$ cat config.mk
export PLATFORM = sky130hd
export DESIGN_NAME = bram_stream_loader_flat
export DESIGN_NICKNAME = d
export VERILOG_FILES = /design/src/rtl/bram_stream_loader_pkg.sv /design/src/rtl/bram_stream_loader_if.sv /design/src/rtl/bram_stream_loader_byte_packer.sv /design/src/rtl/bram_stream_loader.sv /design/src/flat_wrapper.sv
export SDC_FILE = /design/constraint.sdc
export NUM_CORES = 1
export LEC_CHECK = 0
export ABC_AREA = 0
export CAP_MARGIN = 20
export CORE_ASPECT_RATIO = 0.5
export CORE_UTILIZATION = 30
export CTS_CLUSTER_DIAMETER = 200
export DETAILED_ROUTE_END_ITERATION = 6
export SYNTH_ARGS = -nofsm -noshare
export SYNTH_HDL_FRONTEND = slang
export SYNTH_SLANG_ARGS = --single-unit
$ cat constraint.sdc
create_clock -name clock -period 3.05 [get_ports clock]
set_clock_uncertainty 0.2 [all_clocks]
set_input_delay 0.61 -clock clock [delete_from_list [all_inputs] [get_ports clock]]
set_output_delay 0.61 -clock clock [all_outputs]
set_load 0.02 [all_outputs]
$ cat src/rtl/bram_stream_loader_pkg.sv
// Shared constants and state encoding for the BRAM stream loader.
// Build option: LOADER_CHECKSUM_EN adds a trailing checksum byte per frame.
package loader_pkg;

  localparam int BYTE_LANES = 4;
  localparam int DEF_ADDR_W = 10;
  localparam int DEF_DATA_W = 8 * BYTE_LANES;

  localparam logic [BYTE_LANES-1:0] WE_ALL = '1;

  typedef enum logic [1:0] {
    ST_IDLE  = 2'd0,
    ST_FILL  = 2'd1,
    ST_CHECK = 2'd2,
    ST_DONE  = 2'd3
  } state_e;

endpackage

$ cat src/rtl/bram_stream_loader_if.sv
// Byte stream input and BRAM write port of the loader, bundled as one interface.
// slave = loader side, master = stream source / BRAM model side.
interface bram_stream_loader_if
  import loader_pkg::*;
#(
  parameter int ADDR_W = DEF_ADDR_W,
  parameter int DATA_W = DEF_DATA_W
);

  // Stream handshake: a byte transfers on a rising clock edge where s_valid & s_ready;
  // s_valid must hold with stable s_data until accepted, s_ready never looks at s_valid.
  logic [7:0]            s_data;
  logic                  s_valid;
  logic                  s_ready;
  logic [ADDR_W-1:0]     bram_addr;
  logic [DATA_W-1:0]     bram_din;
  logic [BYTE_LANES-1:0] bram_we;
  logic                  bram_en;

  modport master (
    output s_data, s_valid,
    input  s_ready, bram_addr, bram_din, bram_we, bram_en
  );

  modport slave (
    input  s_data, s_valid,
    output s_ready, bram_addr, bram_din, bram_we, bram_en
  );

endinterface

$ cat src/rtl/bram_stream_loader_byte_packer.sv
// byte_packer: collects bytes little-endian into a word; word_valid pulses with the
// fourth byte, when word already holds that byte in bits 31:24.
module byte_packer
  import loader_pkg::*;
(
  input  logic                    clock,
  input  logic                    resetn,
  input  logic                    clear,
  input  logic                    in_valid,
  input  logic [7:0]              in_data,
  output logic                    word_valid,
  output logic [8*BYTE_LANES-1:0] word
);

  logic [1:0]                    lane;
  logic [8*(BYTE_LANES-1)-1:0]   shreg;

  always_ff @(posedge clock) begin
    if (!resetn || clear) begin
      lane  <= '0;
      shreg <= '0;
    end else if (in_valid) begin
      lane  <= lane + 2'd1;
      shreg <= {in_data, shreg[8*(BYTE_LANES-1)-1:8]};
    end
  end

  assign word_valid = in_valid && (lane == 2'd3);
  assign word       = {in_data, shreg};

endmodule

$ cat src/rtl/bram_stream_loader.sv
// bram_stream_loader: writes a packed byte stream to BRAM words 0..frame_last, then pulses
// frame_done. Define LOADER_CHECKSUM_EN to accept and check a trailing mod-256 sum byte.
module bram_stream_loader
  import loader_pkg::*;
#(
  parameter int ADDR_W = DEF_ADDR_W,
  parameter int DATA_W = DEF_DATA_W
) (
  input  logic                clock,
  input  logic                resetn,
  bram_stream_loader_if.slave bus,
  input  logic                start,
  input  logic [ADDR_W-1:0]   frame_last,
  output logic                busy,
  output logic                frame_done,
  output logic [ADDR_W:0]     words_written,
  output logic                chk_err
);

  localparam logic [1:0] IDLE  = ST_IDLE;
  localparam logic [1:0] FILL  = ST_FILL;
  localparam logic [1:0] DONE  = ST_DONE;
`ifdef LOADER_CHECKSUM_EN
  localparam logic [1:0] CHECK = ST_CHECK;
`endif

  logic [1:0]              state;
  logic [ADDR_W-1:0]       last_idx;
  logic [ADDR_W-1:0]       word_idx;
  logic                    hs;
  logic                    word_valid;
  logic [8*BYTE_LANES-1:0] word;

  always_comb begin
    bus.s_ready = (state == FILL);
`ifdef LOADER_CHECKSUM_EN
    if (state == CHECK) bus.s_ready = 1'b1;
`endif
  end

  assign hs = bus.s_valid & bus.s_ready;

  // Held clear while idle, so every frame starts at lane 0 and a reset discards partial words.
  byte_packer u_packer (
    .clock      (clock),
    .resetn     (resetn),
    .clear      (state == IDLE),
    .in_valid   (hs && (state == FILL)),
    .in_data    (bus.s_data),
    .word_valid (word_valid),
    .word       (word)
  );

`ifdef LOADER_CHECKSUM_EN
  logic [7:0] sum;
`else
  assign chk_err = 1'b0;
`endif

  always_ff @(posedge clock) begin
    if (!resetn) begin
      state         <= IDLE;
      last_idx      <= '0;
      word_idx      <= '0;
      bus.bram_addr <= '0;
      bus.bram_din  <= '0;
      bus.bram_we   <= '0;
      bus.bram_en   <= 1'b0;
      busy          <= 1'b0;
      frame_done    <= 1'b0;
      words_written <= '0;
`ifdef LOADER_CHECKSUM_EN
      sum           <= '0;
      chk_err       <= 1'b0;
`endif
    end else begin
      bus.bram_en <= 1'b0;
      bus.bram_we <= '0;
      frame_done  <= 1'b0;
      case (state)
        IDLE: begin
          if (start) begin
            state         <= FILL;
            last_idx      <= frame_last;
            word_idx      <= '0;
            words_written <= '0;
            busy          <= 1'b1;
`ifdef LOADER_CHECKSUM_EN
            sum           <= '0;
            chk_err       <= 1'b0;
`endif
          end
        end
        FILL: begin
`ifdef LOADER_CHECKSUM_EN
          if (hs) sum <= sum + bus.s_data;
`endif
          if (word_valid) begin
            bus.bram_en   <= 1'b1;
            bus.bram_we   <= WE_ALL;
            bus.bram_din  <= DATA_W'(word);
            bus.bram_addr <= word_idx;
            word_idx      <= word_idx + ADDR_W'(1);
            words_written <= words_written + (ADDR_W+1)'(1);
            if (word_idx == last_idx) begin
`ifdef LOADER_CHECKSUM_EN
              state <= CHECK;
`else
              state <= DONE;
`endif
            end
          end
        end
`ifdef LOADER_CHECKSUM_EN
        // The checksum byte completes the frame directly, so the pulse lands one cycle after it.
        CHECK: begin
          if (hs) begin
            chk_err    <= (bus.s_data != sum);
            frame_done <= 1'b1;
            busy       <= 1'b0;
            state      <= IDLE;
          end
        end
`endif
        DONE: begin
          frame_done <= 1'b1;
          busy       <= 1'b0;
          state      <= IDLE;
        end
        default: state <= IDLE;
      endcase
    end
  end

endmodule

$ cat src/flat_wrapper.sv
// flat-port wrapper written by rule: the top's interface ports become plain ports
module bram_stream_loader_flat import loader_pkg::*;
#(
  parameter int ADDR_W = DEF_ADDR_W,
  parameter int DATA_W = DEF_DATA_W
)
  (clock, resetn, start, frame_last, busy, frame_done, words_written, chk_err, bus_s_data, bus_s_valid, bus_s_ready, bus_bram_addr, bus_bram_din, bus_bram_we, bus_bram_en);
  bram_stream_loader_if #(.ADDR_W(ADDR_W), .DATA_W(DATA_W)) bus_i ();
  input  logic clock;
  input  logic resetn;
  input  logic start;
  input  logic [ADDR_W-1:0] frame_last;
  output logic busy;
  output logic frame_done;
  output logic [ADDR_W:0] words_written;
  output logic chk_err;
  input wire logic [$bits(bus_i.s_data)-1:0] bus_s_data;
  input wire logic [$bits(bus_i.s_valid)-1:0] bus_s_valid;
  output wire logic [$bits(bus_i.s_ready)-1:0] bus_s_ready;
  output wire logic [$bits(bus_i.bram_addr)-1:0] bus_bram_addr;
  output wire logic [$bits(bus_i.bram_din)-1:0] bus_bram_din;
  output wire logic [$bits(bus_i.bram_we)-1:0] bus_bram_we;
  output wire logic [$bits(bus_i.bram_en)-1:0] bus_bram_en;
  assign bus_i.s_data = bus_s_data;
  assign bus_i.s_valid = bus_s_valid;
  assign bus_s_ready = bus_i.s_ready;
  assign bus_bram_addr = bus_i.bram_addr;
  assign bus_bram_din = bus_i.bram_din;
  assign bus_bram_we = bus_i.bram_we;
  assign bus_bram_en = bus_i.bram_en;
  bram_stream_loader #(.ADDR_W(ADDR_W), .DATA_W(DATA_W)) u_core (.clock(clock), .resetn(resetn), .bus(bus_i), .start(start), .frame_last(frame_last), .busy(busy), .frame_done(frame_done), .words_written(words_written), .chk_err(chk_err));
endmodule
# Word level (Yosys, flattened, before mapping)
# Cells that the tools add are included.
word_totals:
  ff_bits: 108
  latch_bits: 0
  mem_bits_rw: 0
  mem_bits_ro: 0
  input_bits: 22
  mem_count: 0
classes:
  add_sub_neg: 3
  multipliers: 0
  div_mod_pow: 0
  magnitude_cmp: 0
  eq_ne: 7
  shifts: 0
  muxes: 15
  n_bitwise: 1
  n_reduce_logical: 13
op_table:
  columns: ["cell", "count"]
  rows:
  - ["2-to-1 mux 11 bit", 2]
  - ["case mux 11 bit (2 select lines)", 1]
  - ["2-to-1 mux 10 bit", 2]
  - ["case mux 10 bit (2 select lines)", 1]
  - ["adder 11 x 1 -> 11 bit, second input constant", 1]
  - ["adder 10 x 1 -> 10 bit, second input constant", 1]
  - ["equality test 10 bit", 1]
  - ["AND reduction 2 bit", 4]
  - ["2-to-1 mux 2 bit", 3]
  - ["inequality test 2 bit, second input constant", 3]
  - ["AND reduction 3 bit", 2]
  - ["equality test 2 bit, second input constant", 2]
  - ["2-to-1 mux 4 bit", 1]
  - ["case mux 2 bit (2 select lines)", 1]
  - ["nonzero test 2 bit", 2]
  - ["2-to-1 mux 1 bit", 3]
  - ["adder 2 x 1 -> 2 bit, second input constant", 1]
  - ["equality test 2 x 1 -> 1 bit, second input constant", 1]
  - ["logical AND 1 bit", 2]
  - ["logical NOT 2 bit", 1]
  - ["case mux 1 bit (2 select lines)", 1]
  - ["bitwise AND 1 bit", 1]
  - ["logical NOT 1 bit", 1]
  - ["logical OR 1 bit", 1]

# Logic depth before layout (Yosys ltp)
# Gate-level depths: netlist of the first run.
logic_depth:
  word_depth: 6
  mapped_depth: 7
  ltp_nobuf: 5

# Modules after synthesis
# A second synthesis of the first run with hierarchy kept.
unflattened:
  cells_unflattened: 467
  hier_area_um2: 4221.5
modules_own_cells:
  columns: ["module", "instances", "cells_each", "area_per_inst_um2", "seq_area_each_um2"]
  rows:
  - ["bram_stream_loader", 1, 372, 3174.3, 1561.5]
  - ["byte_packer", 1, 95, 1047.3, 520.5]

# Least setup slack after synthesis of the first run
# Ideal clock, no wire load.
synth_path:
  path_kind: "input-to-reg"
  startpoint: "in start"
  endpoint: "reg u_core.word_idx[9]"
  arrival_time_ps: 1856
  required_time_ps: 2778
  path_slack_ps: 923
  stages: 5
  n_path_buf: 1
  path_cell_list: "or3b_1 buf_2 a21o_1 or4_1 a21oi_1"
synth_between:
  elab_chain_cells: 2
synth_rtl:
  columns: ["item", "line", "rtl"]
  rows:
  - ["start: declaration", "flat_wrapper.sv:11", "input logic start;"]
  - ["inequality test 2 bit (no source line)", null, null]
  - ["AND reduction 3 bit (no source line)", null, null]
  - ["end signal: assignment", "bram_stream_loader.sv:103", "word_idx <= word_idx + ADDR_W'(1);"]
  - ["end: declaration", "bram_stream_loader.sv:29", "logic [ADDR_W-1:0] word_idx;"]
# Every way passes these cells.
# A chain may end at the register's enable or synchronous reset.

# Worst setup path in the final report of the first run
layout_path:
  startpoint: "reg u_core.state[0]"
  endpoint: "out bus_s_ready"
layout_between:
  elab_chain_cells: 1
layout_rtl:
  columns: ["item", "line", "rtl"]
  rows:
  - ["start: declaration", "bram_stream_loader.sv:27", "logic [1:0] state;"]
  - ["start signal: assignment", "bram_stream_loader.sv:62", "state <= IDLE;"]
  - ["start signal: assignment", "bram_stream_loader.sv:83", "state <= FILL;"]
  - ["start signal: assignment", "bram_stream_loader.sv:109", "state <= DONE;"]
  - ["equality test 2 x 1 -> 1 bit", "bram_stream_loader.sv:35", "bus.s_ready = (state == FILL);"]
  - ["end: declaration", "flat_wrapper.sv:19", "output wire logic [$bits(bus_i.s_ready)-1:0] bus_s_ready;"]
# Every way passes these cells.

==> results of run 1 <==
[worst max-delay path: cells and delay by family (launching register included)]
family	cells	cell delay (ns)
DFF	1	0.51
buffers and inverters	1	0.68
and+or+nand+nor	1	0.31
[cells in the mapped netlist, drive strengths merged (2+ instances only)]
| cell type | instances | area, µm² |
|---|---|---|
| nand4 | 4 | 25.0 |
| inv | 2 | 7.51 |
| xor2 | 9 | 78.8 |
| nor2 | 18 | 67.6 |
| a21boi | 52 | 390 |
| and3 | 3 | 18.8 |
| nand3 | 5 | 25.0 |
| ha | 3 | 37.5 |
| xnor2 | 15 | 131 |
| dfxtp | 104 | 2080 |
| nor3b | 2 | 15.0 |
| or3 | 2 | 12.5 |
| buf | 11 | 71.3 |
| o211ai | 3 | 22.5 |
| a21oi | 29 | 145 |
| mux2i | 3 | 30.0 |
| and2 | 4 | 25.0 |
| nand2 | 162 | 608 |
| o21ai | 7 | 35.0 |
| a211oi | 3 | 22.5 |
| or4 | 2 | 15.0 |
| o2111ai | 3 | 26.3 |
| clkbuf | 26 | 97.6 |
| o211a | 2 | 20.0 |
[power breakdown]
group	total [µW]	leakage, µW	switching, µW	internal [µW]
Combinational	134	0.000809	70.8	63.6
Sequential	1380	0.000840	12.3	1370
Clock	1120	0.000142	521	603
[state kept, by name (all words and copies together), names as in the netlist]
signal / cells
u_core.u_packer.shreg: 24
u_core.word_idx: 10
u_core.last_idx: 10
u_core.state: 2
u_core.bus.bram_we: 1
u_core.bus.bram_addr: 10
u_core.busy: 1
u_core.words_written: 11
u_core.bus.bram_din: 32
u_core.frame_done: 1
u_core.u_packer.lane: 2
[worst max path at each step]
stage	start	end	slack [ns]	cells after the start
after floorplan	start	u_core.word_idx[9]	0.92	5
after global placement	start	u_core.word_idx[9]	0.46	5
after detailed placement	start	u_core.word_idx[9]	0.44	5
after CTS	u_core.state[0]	bus_s_ready	0.36	2
final	u_core.state[0]	bus_s_ready	0.41	2
after global routing	u_core.state[0]	bus_s_ready	0.29	2
[layout make-up]
| cell class | instances | area share (%) |
|---|---|---|
| sequential | 104 | 38.9 |
| multi-input combinational | 342 | 34.5 |
| timing repair buffer | 94 | 17.1 |
| clock buffer | 11 | 4.72 |
| tap | 170 | 3.97 |
| clock inverter | 5 | 0.725 |
| inverter | 2 | 0.140 |
[per-stage QoR]
stage / worst slack (ns) / area, µm² / hold slack [ns] / total power [µW]
finish: 0.407 / 5350 / 0.257 / 2640
global route: 0.292 / 5350 / 0.286 / 2740
CTS: 0.362 / 5340 / 0.260 / 2670
detailed placement: 0.435 / 5040 / 0.248 / 1550
global placement: 0.456 / 5040 / 0.246 / 1550
floorplan: 0.923 / 4090 / 0.237 / 1490
[logic make-up after synthesis]
logic type      count (synthesis)
compound gates                102
xor+xnor                       24
fa+ha+maj                       3
buf+inv                        39
flops                         104
mux                             3
other cells                     1
simple gates                  209
[routing by layer]
metal	vias up	track usage [%]	share of wire, %
met5	-	0	0
met4	0	4.09	0.89
met3	8	3.25	3.1
met2	61	23.7	46
met1	1605	18.3	50
li1	1722	-	-
==> flow_summary.toml, run 1 <==
[yosys]
synth_nets = 510
synth-async-reset-ratio_pct = 0
synth_compound_area_share_pct = 16.8
syn-mean-instance-area_um2 = 8.44
muxShareOfSynthArea_pct = 0.734
synth-adder-area-share_pct = 0.917
synth-edff-count = 0
ys_seq_area_share_pct = 50.9
synth_top_family_by_area = "simple AND/OR/NAND/NOR gates"
syn_area_mm2 = 0.00409
yosysWarnings = 0
ys.flop_type = "dfxtp_1"
yosys.area_share.xor_xnor_pct = 5.14
synth-simple-area-share_pct = 21.2
syn_inst = 485
synth.distinct_cells = 39
ys_ff_latch = 104

[cells_and_area]
layout_commonest_cell = "nand2_1"
n_fill_cell = 1303
drive_gt1_share_pct = 5.73
layout_common_cells = "nand2_1 (162), dfxtp_1 (104), clkdlybuf4s50_1 (81), a21boi_0 (52), a21oi_1 (29)"
synthToLayoutAreaGrowth_pct = 30.8
final-seq-area_mm2 = 0.00208
final_cells = 728
diodes = 0
multi_input_area_mm2 = 0.00184
final_nets = 578
utilization_pct = 41.2

[detailed_routing]
drt-vias-per-instance = 4.66
drt_iter0_drc = 134
vias = 3396
antenna_left = 0
avgRoutedWirePerCell_um = 13.2
wl_um = 9630
post-route-drc-count = 0
first_pass_iters = 4

[clocking]
clk_latency_ns = 0.34
holdBufCountCts = 0
clk_path_buf_depth = 2
post-cts-setup-buffers = 0
clock_sinks = 104
cts_tree = "yes"
clkTransAtPathRegs_ns = 0.07
cts_buffers = 9
htreeDepth = 3
ctsRootBufferMaster = "clkbuf_16"
ctsResizeCount = 0

[job]
cap_violations = 0

[timing]
hold_viol_final = 0
slew_viol_final = 0
rsz0062_at_grt = "no"
period_needed_ns = 2.64
fin_crit_sh_pct = 86.6
setup_tns_ns = 0
setup_viol = 0
fmax_ghz = 0.378

[placement]
place_congestion = 0.800
io_buffers = 82
hpwl_um = 6640
placed_cells = 711

[worst_setup_path]
regToRegSetupSlack_ns = 1.04
r2r-start = "u_core.state[0]"
critPathArrivalTime_ns = 1.83
crit_fanout = 9
critPathRequiredTime_ns = 2.24
critPathSlowestCell = "clkdlybuf4s50_1"
r2r_cells = 4
cp_cell_sequence = "nor2b_1 > clkdlybuf4s50_1"
slowest_delay_ns = 0.68
start_kind = "flop"
worstSetupPathType = "flop to output port"
cp-end-kind = "output port"
reg2reg_to = "u_core.words_written[5]"

[global_route]
grt_remaining_overflow = 0
grt_pass1_vias = 3288
grt_pass1_wl_um = 16000
grtUsageTotal_pct = 14.1
grt_max_degree = 49
antenna_found_initial = 0

[power_and_ir_drop]
power_leakage_uw = 0.00179
power_density_mw_per_mm2 = 493
peakVddDrop_mv = 0.253

[worst_hold_path]
min_path_cells = 2
min_to = "u_core.u_packer.lane[1]"
hp-start = "u_core.u_packer.lane[1]"
worstHoldPathType = "flop to flop"

[floorplan]
die_w_um = 167
die_h_um = 84.6
io_pins = 84
fp-row-count = 29
design.die.area_mm2 = 0.0141
start_util_pct = 31.5
core_mm2 = 0.0130

[run_status]
status = "complete, no violations"
No activity file was read; power rests on OpenSTA's default activity.
==> run 2, diff against run 1 <==
Settings changed: CTS_BUF_LIST set to sky130_fd_sc_hd__clkbuf_8.
==> flow_summary.toml, run 2 (synthesis gave the netlist of run 1 again) <==
[cells_and_area]
drive_gt1_share_pct = 5.73
largest_reg_flops = 32
layout_commonest_cell = "nand2_1"
synthToLayoutAreaGrowth_pct = 28.3
top_register = "u_core.bus.bram_din"
layout_common_cells = "nand2_1 (162), dfxtp_1 (104), clkdlybuf4s50_1 (81), a21boi_0 (52), a21oi_1 (29)"
diodes = 0
top_regs = "u_core.bus.bram_din: 32 flops, u_core.u_packer.shreg: 24 flops, u_core.words_written: 11 flops"
final_nets = 578

[timing]
fin_crit_sh_pct = 88.1
setup_tns_ns = 0
setup_viol = 0
fmax_ghz = 0.372
period_needed_ns = 2.69
holdWs_ns = 0.261
slew_viol_final = 0
hold_viol_final = 0
rsz0062_at_grt = "no"

[worst_setup_path]
r2r_cells = 4
start_kind = "flop"
cp-end-kind = "output port"
regToRegSetupSlack_ns = 1.04
r2r-start = "u_core.state[0]"
worstSetupPathType = "flop to output port"
critPathArrivalTime_ns = 1.88
reg2reg_to = "u_core.words_written[5]"
critPathRequiredTime_ns = 2.24
crit_fanout = 9

[worst_hold_path]
min_to = "u_core.u_packer.lane[1]"
min_path_cells = 2
hp-start = "u_core.u_packer.lane[1]"
worstHoldPathType = "flop to flop"

[placement]
io_buffers = 82
place_congestion = 0.800
hpwl_um = 6640

[floorplan]
die_w_um = 167
fp-row-count = 29
die_h_um = 84.6
core_mm2 = 0.0130
start_util_pct = 31.5
io_pins = 84
design.die.area_mm2 = 0.0141

[power_and_ir_drop]
power_leakage_uw = 0.00174
power_density_mw_per_mm2 = 447
peakVddDrop_mv = 0.203

[job]
cap_violations = 0

[global_route]
antenna_found_initial = 0
grt_pass1_vias = 3301
grt_max_degree = 49
grtUsageTotal_pct = 14.2
grt_remaining_overflow = 0
grt_pass1_wl_um = 16000

[clocking]
cts_tree = "yes"
clock_sinks = 104
htreeDepth = 3
ctsRootBufferMaster = "clkbuf_8"
clkTransAtPathRegs_ns = 0.09
clk_path_buf_depth = 2
post-cts-setup-buffers = 0
clk_latency_ns = 0.37
holdBufCountCts = 0
ctsResizeCount = 0
cts_buffers = 9

[detailed_routing]
avgRoutedWirePerCell_um = 13.3
post-route-drc-count = 0
drt_iter0_drc = 156
wl_um = 9660
drt-vias-per-instance = 4.66
vias = 3396
antenna_left = 0
first_pass_iters = 4

[run_status]
status = "complete, no violations"
[run 2: cell counts in the layout (fill, tap and decap cells not counted)]
Identical to the previous run, type by type.
[run 2: power breakdown]
part           internal, µW  switching (µW)
logic                  63.6            70.5
registers              1370            12.4
clock network           346             486
total                  1780             569
[run 2: worst max-delay path by stage]
stage                               start                 end  slack [ns]  cells past startpoint
final                     u_core.state[0]         bus_s_ready        0.36                      2
after global routing      u_core.state[0]         bus_s_ready        0.25                      2
after CTS                 u_core.state[0]         bus_s_ready        0.31                      2
after detailed placement            start  u_core.word_idx[9]        0.44                      5
after global placement              start  u_core.word_idx[9]        0.46                      5
after floorplan                     start  u_core.word_idx[9]        0.92                      5
[run 2: metrics by stage]
stage          utilization, %  power [µW]  instances  instance area, µm²  setup slack, ns
3_3_place_gp             38.8        1550        711                5040            0.456
3_5_place_dp             38.8        1550        711                5040            0.435
6_report                 40.4        2350        728                5250            0.363
2_1_floorplan               -        1490        485                4090            0.923
4_1_cts                  40.3        2380        727                5240            0.315
5_1_grt                  40.4        2450        728                5250            0.246
[run 2: layer usage]
metal / up-vias / wire, µm / GRT usage, %
met4: 0 / 99 / 5.09
met3: 11 / 355 / 3.11
met5: - / 0 / 0
li1: 1723 / - / -
met2: 63 / 4470 / 23.7
met1: 1599 / 4730 / 18.2
[run 2: cell type report]
| class | instances | area (µm²) |
|---|---|---|
| clock buffers | 11 | 151 |
| clock inverters | 5 | 38.8 |
| fillers | 1318 | 7740 |
| inverters | 2 | 7.51 |
| multi-input cells | 342 | 1840 |
| flip-flops and latches | 104 | 2080 |
| well taps | 170 | 213 |
| repair buffers | 94 | 913 |
[run 2: critical path: stages (launching register included)]
cell and delay (ns):
dfxtp_1 0.52, nor2b_1 0.31, clkdlybuf4s50_1 0.68
